### config.mk
export PLATFORM = sky130hd
export DESIGN_NAME = serial_adder
export DESIGN_NICKNAME = d
export VERILOG_FILES = /design/src/rtl/serial_adder.sv
export SDC_FILE = /design/constraint.sdc
export NUM_CORES = 1
export LEC_CHECK = 0
export ABC_CLOCK_PERIOD_IN_PS = 3000
export BUFFER_PORTS_ARGS = -buffer_cell sky130_fd_sc_hd__buf_2
export CAP_MARGIN = 10
export CORE_MARGIN = 2
export CORE_UTILIZATION = 55
export DETAILED_ROUTE_END_ITERATION = 8
export HOLD_SLACK_MARGIN = 0.02
export PLACE_DENSITY = 0.8
export SYNTH_ARGS = -nofsm -noshare
export SYNTH_HDL_FRONTEND = slang
export SYNTH_SLANG_ARGS = --single-unit
export TNS_END_PERCENT = 10
### constraint.sdc
create_clock -name clk -period 3 [get_ports clk]
set_clock_uncertainty 0.2 [all_clocks]
set_input_delay 0.6 -clock clk [delete_from_list [all_inputs] [get_ports clk]]
set_output_delay 0.6 -clock clk [all_outputs]
set_load 0.1 [all_outputs]
### src/rtl/serial_adder.sv
// Digit-serial adder: WIDTH-bit x + y + cin, DIGIT bits per clock through a ripple chain.
// Optional feature macro: SERIAL_ADDER_SUB_EN (sub input selects x - y).
module serial_adder #(
   parameter int WIDTH = 8,
   parameter int DIGIT = 1
) (
   input  logic             clk,
   input  logic             rst,
   input  logic             start,
   input  logic [WIDTH-1:0] x,
   input  logic [WIDTH-1:0] y,
   input  logic             cin,
   input  logic             sub,
   output logic             busy,
   output logic             done,
   output logic [WIDTH-1:0] s,
   output logic             cout,
   output logic             ovf
);

   localparam int N  = WIDTH / DIGIT;
   localparam int CW = (N > 1) ? $clog2(N) : 1;

   typedef enum logic [1:0] {IDLE, RUN, DONE} state_t;

   state_t           state;
   logic [WIDTH-1:0] xr;
   logic [WIDTH-1:0] yr;
   logic [WIDTH-1:0] y_eff;
   logic [WIDTH-1:0] s_next;
   logic [DIGIT-1:0] sum_d;
   logic [CW-1:0]    cnt;
   logic             carry;
   logic             cy;
   logic             xmsb;
   logic             ymsb;
   logic             eff_sub;

`ifdef SERIAL_ADDER_SUB_EN
   assign eff_sub = sub;
`else
   // Port kept for drop-in compatibility; forced to addition.
   assign eff_sub = sub & 1'b0;
`endif

   assign y_eff = eff_sub ? ~y : y;

   always_comb begin
      sum_d = '0;
      cy    = carry;
      for (int unsigned i = 0; i < DIGIT; i++) begin
         sum_d[i] = xr[i] ^ yr[i] ^ cy;
         cy       = (xr[i] & yr[i]) | (cy & (xr[i] ^ yr[i]));
      end
   end

   // New digit enters at the top; after N steps the LSB digit reaches bit 0.
   assign s_next = (s >> DIGIT) | (WIDTH'(sum_d) << (WIDTH - DIGIT));

   always_ff @(posedge clk or posedge rst) begin
      if (rst) begin
         state <= IDLE;
         xr    <= '0;
         yr    <= '0;
         carry <= 1'b0;
         xmsb  <= 1'b0;
         ymsb  <= 1'b0;
         cnt   <= '0;
         busy  <= 1'b0;
         done  <= 1'b0;
         s     <= '0;
         cout  <= 1'b0;
         ovf   <= 1'b0;
      end else begin
         case (state)
            IDLE: begin
               done <= 1'b0;
               if (start) begin
                  xr    <= x;
                  yr    <= y_eff;
                  carry <= eff_sub ? 1'b1 : cin;
                  xmsb  <= x[WIDTH-1];
                  ymsb  <= y_eff[WIDTH-1];
                  cnt   <= '0;
                  busy  <= 1'b1;
                  state <= RUN;
               end
            end
            RUN: begin
               xr    <= xr >> DIGIT;
               yr    <= yr >> DIGIT;
               s     <= s_next;
               carry <= cy;
               cnt   <= cnt + 1'b1;
               if (cnt == CW'(N - 1)) begin
                  busy  <= 1'b0;
                  done  <= 1'b1;
                  cout  <= cy;
                  ovf   <= (xmsb == ymsb) && (s_next[WIDTH-1] != xmsb);
                  state <= DONE;
               end
            end
            DONE: begin
               done  <= 1'b0;
               state <= IDLE;
            end
            default: state <= IDLE;
         endcase
      end
   end

endmodule

==> results.json <==
{
  "setup_viol": 0,
  "crit_path_start_kind": "flip-flop",
  "yosys_warnings": 0,
  "rows": 19,
  "yosys.area_share.xor_xnor": 0,
  "drtIter0Drc": 36,
  "io_pins": 33,
  "cts_buffer_depth": 2,
  "met1Wirelength_um": 1274,
  "clkLatencyLatePin_ns": 0.32,
  "first_pass_iters": 4,
  "cts-root-buf": "clkbuf_4",
  "wl_met3_um": 145,
  "r2r-end": "xr[2]$_DFFE_PP0P_",
  "cp_cell_sequence": "buf_2",
  "die_area_um2": 3372,
  "synth_seq_cells": 36,
  "yosysUniqueCellTypes": 26,
  "grt_usage": 0.1962,
  "path_clk_slew_ns": 0.10,
  "layout-drive-gt1-share": 0.3473,
  "highest_layer": "met4",
  "status": "finished clean",
  "fin_crit_sh": 0.6477,
  "area_growth_pct": 13.70,
  "rr_worst_depth": 5,
  "ys_seq_area_frac": 0.5603,
  "viasPerCell": 5.545,
  "cts_hold_buffers": 0,
  "vias": 1098,
  "postCtsSetupBuffers": 0,
  "die_h_um": 58.07,
  "portBuffers": 31,
  "fin_crit_ns": 1.943,
  "maxCapViolCount": 0,
  "grt_antenna_before_repair": 0,
  "tightest_slew_ns": 0.6300,
  "layout.nets": 190,
  "htreeDepth": 2,
  "crit_slowest_cell": "buf_2",
  "drc": 0,
  "start_util": 0.5830,
  "syn_area_um2": 1608,
  "synth.net_count": 156,
  "dp_hpwl_um": 2080,
  "rsz0062_at_grt": "no",
  "wire_per_inst_um": 14.72,
  "ctsResizeCount": 0,
  "cts_buffers": 5,
  "path_depth": 1,
  "worstSetupEndpoint": "s[3]",
  "finalHoldViolCount": 0,
  "cts_tree": "done",
  "drt_wl_total_um": 2915,
  "dieWidth_um": 58.07,
  "worstReg2RegStart": "state[0]$_DFFE_PP0P_",
  "drv_slew": 0,
  "layout_commonest_cell": "dfrtp_1",
  "synth_mux_area_frac": 0.1167,
  "fin_area_um2": 1828,
  "grt_overflow": 0,
  "fin_tns_setup_ns": 0,
  "synth_top_cell_by_area": "dfrtp_1",
  "critPathRequiredTime_ns": 2.20,
  "yosys.area_share.simple": 0.09027,
  "cts.sinks": 36,
  "n_antenna_cell": 0,
  "finalNonFillerCells": 198,
  "dr_wl_met2_um": 1478,
  "cp_top_family": "buffers and inverters",
  "ant_nets": 0,
  "path_buf_inv": 1,
  "synthTopCellsByArea": "dfrtp_1 (56%), mux2_4 (10%), a22oi_1 (5.1%), nand2_1 (3.7%), o21ai_1 (3.4%)",
  "arrival_ns": 1.14,
  "synth_top_cell_area_share": 0.5603,
  "crit_start": "s[3]$_DFFE_PP0P_",
  "grt_pass1_vias": 1135,
  "slew_headroom": 0.5792,
  "slowest_delay_ns": 0.44,
  "ff2ff_setup_slack_ns": 1.07,
  "grt_max_degree": 37,
  "fillers": 215,
  "cp_max_fo": 3,
  "synth.avg_cell_area_um2": 12.18,
  "core_um2": 2758,
  "place_area_um2": 1769,
  "place_congestion": 0.7512,
  "fmax_mhz": 514.6,
  "synth_cells": 132,
  "critPathCaptureType": "primary output",
  "dp.cells": 190,
  "grt_pass1_wl_um": 4995,
  "crit_type": "reg2out",
  "synth_top_family_by_area": "compound AO/OA/AOI/OAI gates",
  "synth_compound_area_frac": 0.1564,
  "most-common-layout-cells": "dfrtp_1 (36), buf_2 (31), nand2_1 (16)",
  "min_path_type": "in2async",
  "synthAdderAreaFrac": 0.02802
}
[per-layer routing]
| layer | GRT usage | vias up |
|---|---|---|
| met1 | 0.2426 | 534 |
| met4 | 0.04983 | 0 |
| met5 | 0 | - |
| li1 | - | 529 |
| met2 | 0.3344 | 33 |
| met3 | 0.06250 | 2 |
[synthesized netlist by cell type (all sizes together)]
library cell,instances
dfrtp,36
o22ai,1
and2b,1
a21oi,7
clkbuf,1
buf,7
a22o,4
and3b,4
nand2,17
fa,1
ha,2
o21bai,1
o21ai,17
nor2,1
and2,1
nor2b,2
a22oi,11
inv,4
nand2b,1
mux2,13
[flip-flops by register name, indices dropped and copies added, names as in the netlist]
| signal | flops |
|---|---|
| done | 1 |
| ovf | 1 |
| cout | 1 |
| xr | 8 |
| ymsb | 1 |
| xmsb | 1 |
| cnt | 3 |
| s | 8 |
| state | 2 |
| busy | 1 |
| carry | 1 |
| yr | 8 |
[area by class of cell]
class                   instances  area [µm²]  area share
multi-input cells              84       629.4      0.3443
flip-flops and latches         36       900.9      0.4928
well taps                      31       38.79     0.02122
clock buffers                   8       58.81     0.03217
inverters                       4       15.01    0.008214
repair buffers                 35       185.2      0.1013
[through the flow]
| step | worst slack [ns] | hold WS (ns) | util |
|---|---|---|---|
| floorplan | 1.288 | 0.2501 | - |
| global placement | 1.065 | 0.2668 | 0.6416 |
| detailed placement | 0.9824 | 0.2754 | 0.6416 |
| CTS | 1.042 | 0.1624 | 0.6629 |
| global route | 0.8700 | 0.1911 | 0.6629 |
| finish | 1.057 | 0.1570 | 0.6629 |
[worst min-delay path by stage]
stage          slack (ns)                 to  cells after the start              start
3_3_place_gp         0.27  xr[5]$_DFFE_PP0P_                      2  xr[5]$_DFFE_PP0P_
3_5_place_dp         0.28  xr[3]$_DFFE_PP0P_                      2  xr[3]$_DFFE_PP0P_
6_report             0.16   xmsb$_DFFE_PP0P_                      3                rst
5_1_grt              0.19   s[6]$_DFFE_PP0P_                      3                rst
2_1_floorplan        0.25  xr[5]$_DFFE_PP0P_                      2  xr[5]$_DFFE_PP0P_
4_1_cts              0.16   busy$_DFFE_PP0P_                      3                rst
[tightest hold or removal path, delay by kind of cell]
family	cells	cell delay, ns
buf+inv	3	0.51
[cells by family (layout without fill, tap and decap cells)]
group / count (synthesis) / after routing
AOI/OAI and AO/OA: 41 / 41
DFF: 36 / 36
and+or+nand+nor: 27 / 27
muxes: 13 / 13
buffers and inverters: 12 / 47
adders and majority gates: 3 / 3
Power is left out: the tool's default activity adds up to more than one toggle a clock period on the data nets, which glitch-free logic cannot reach.
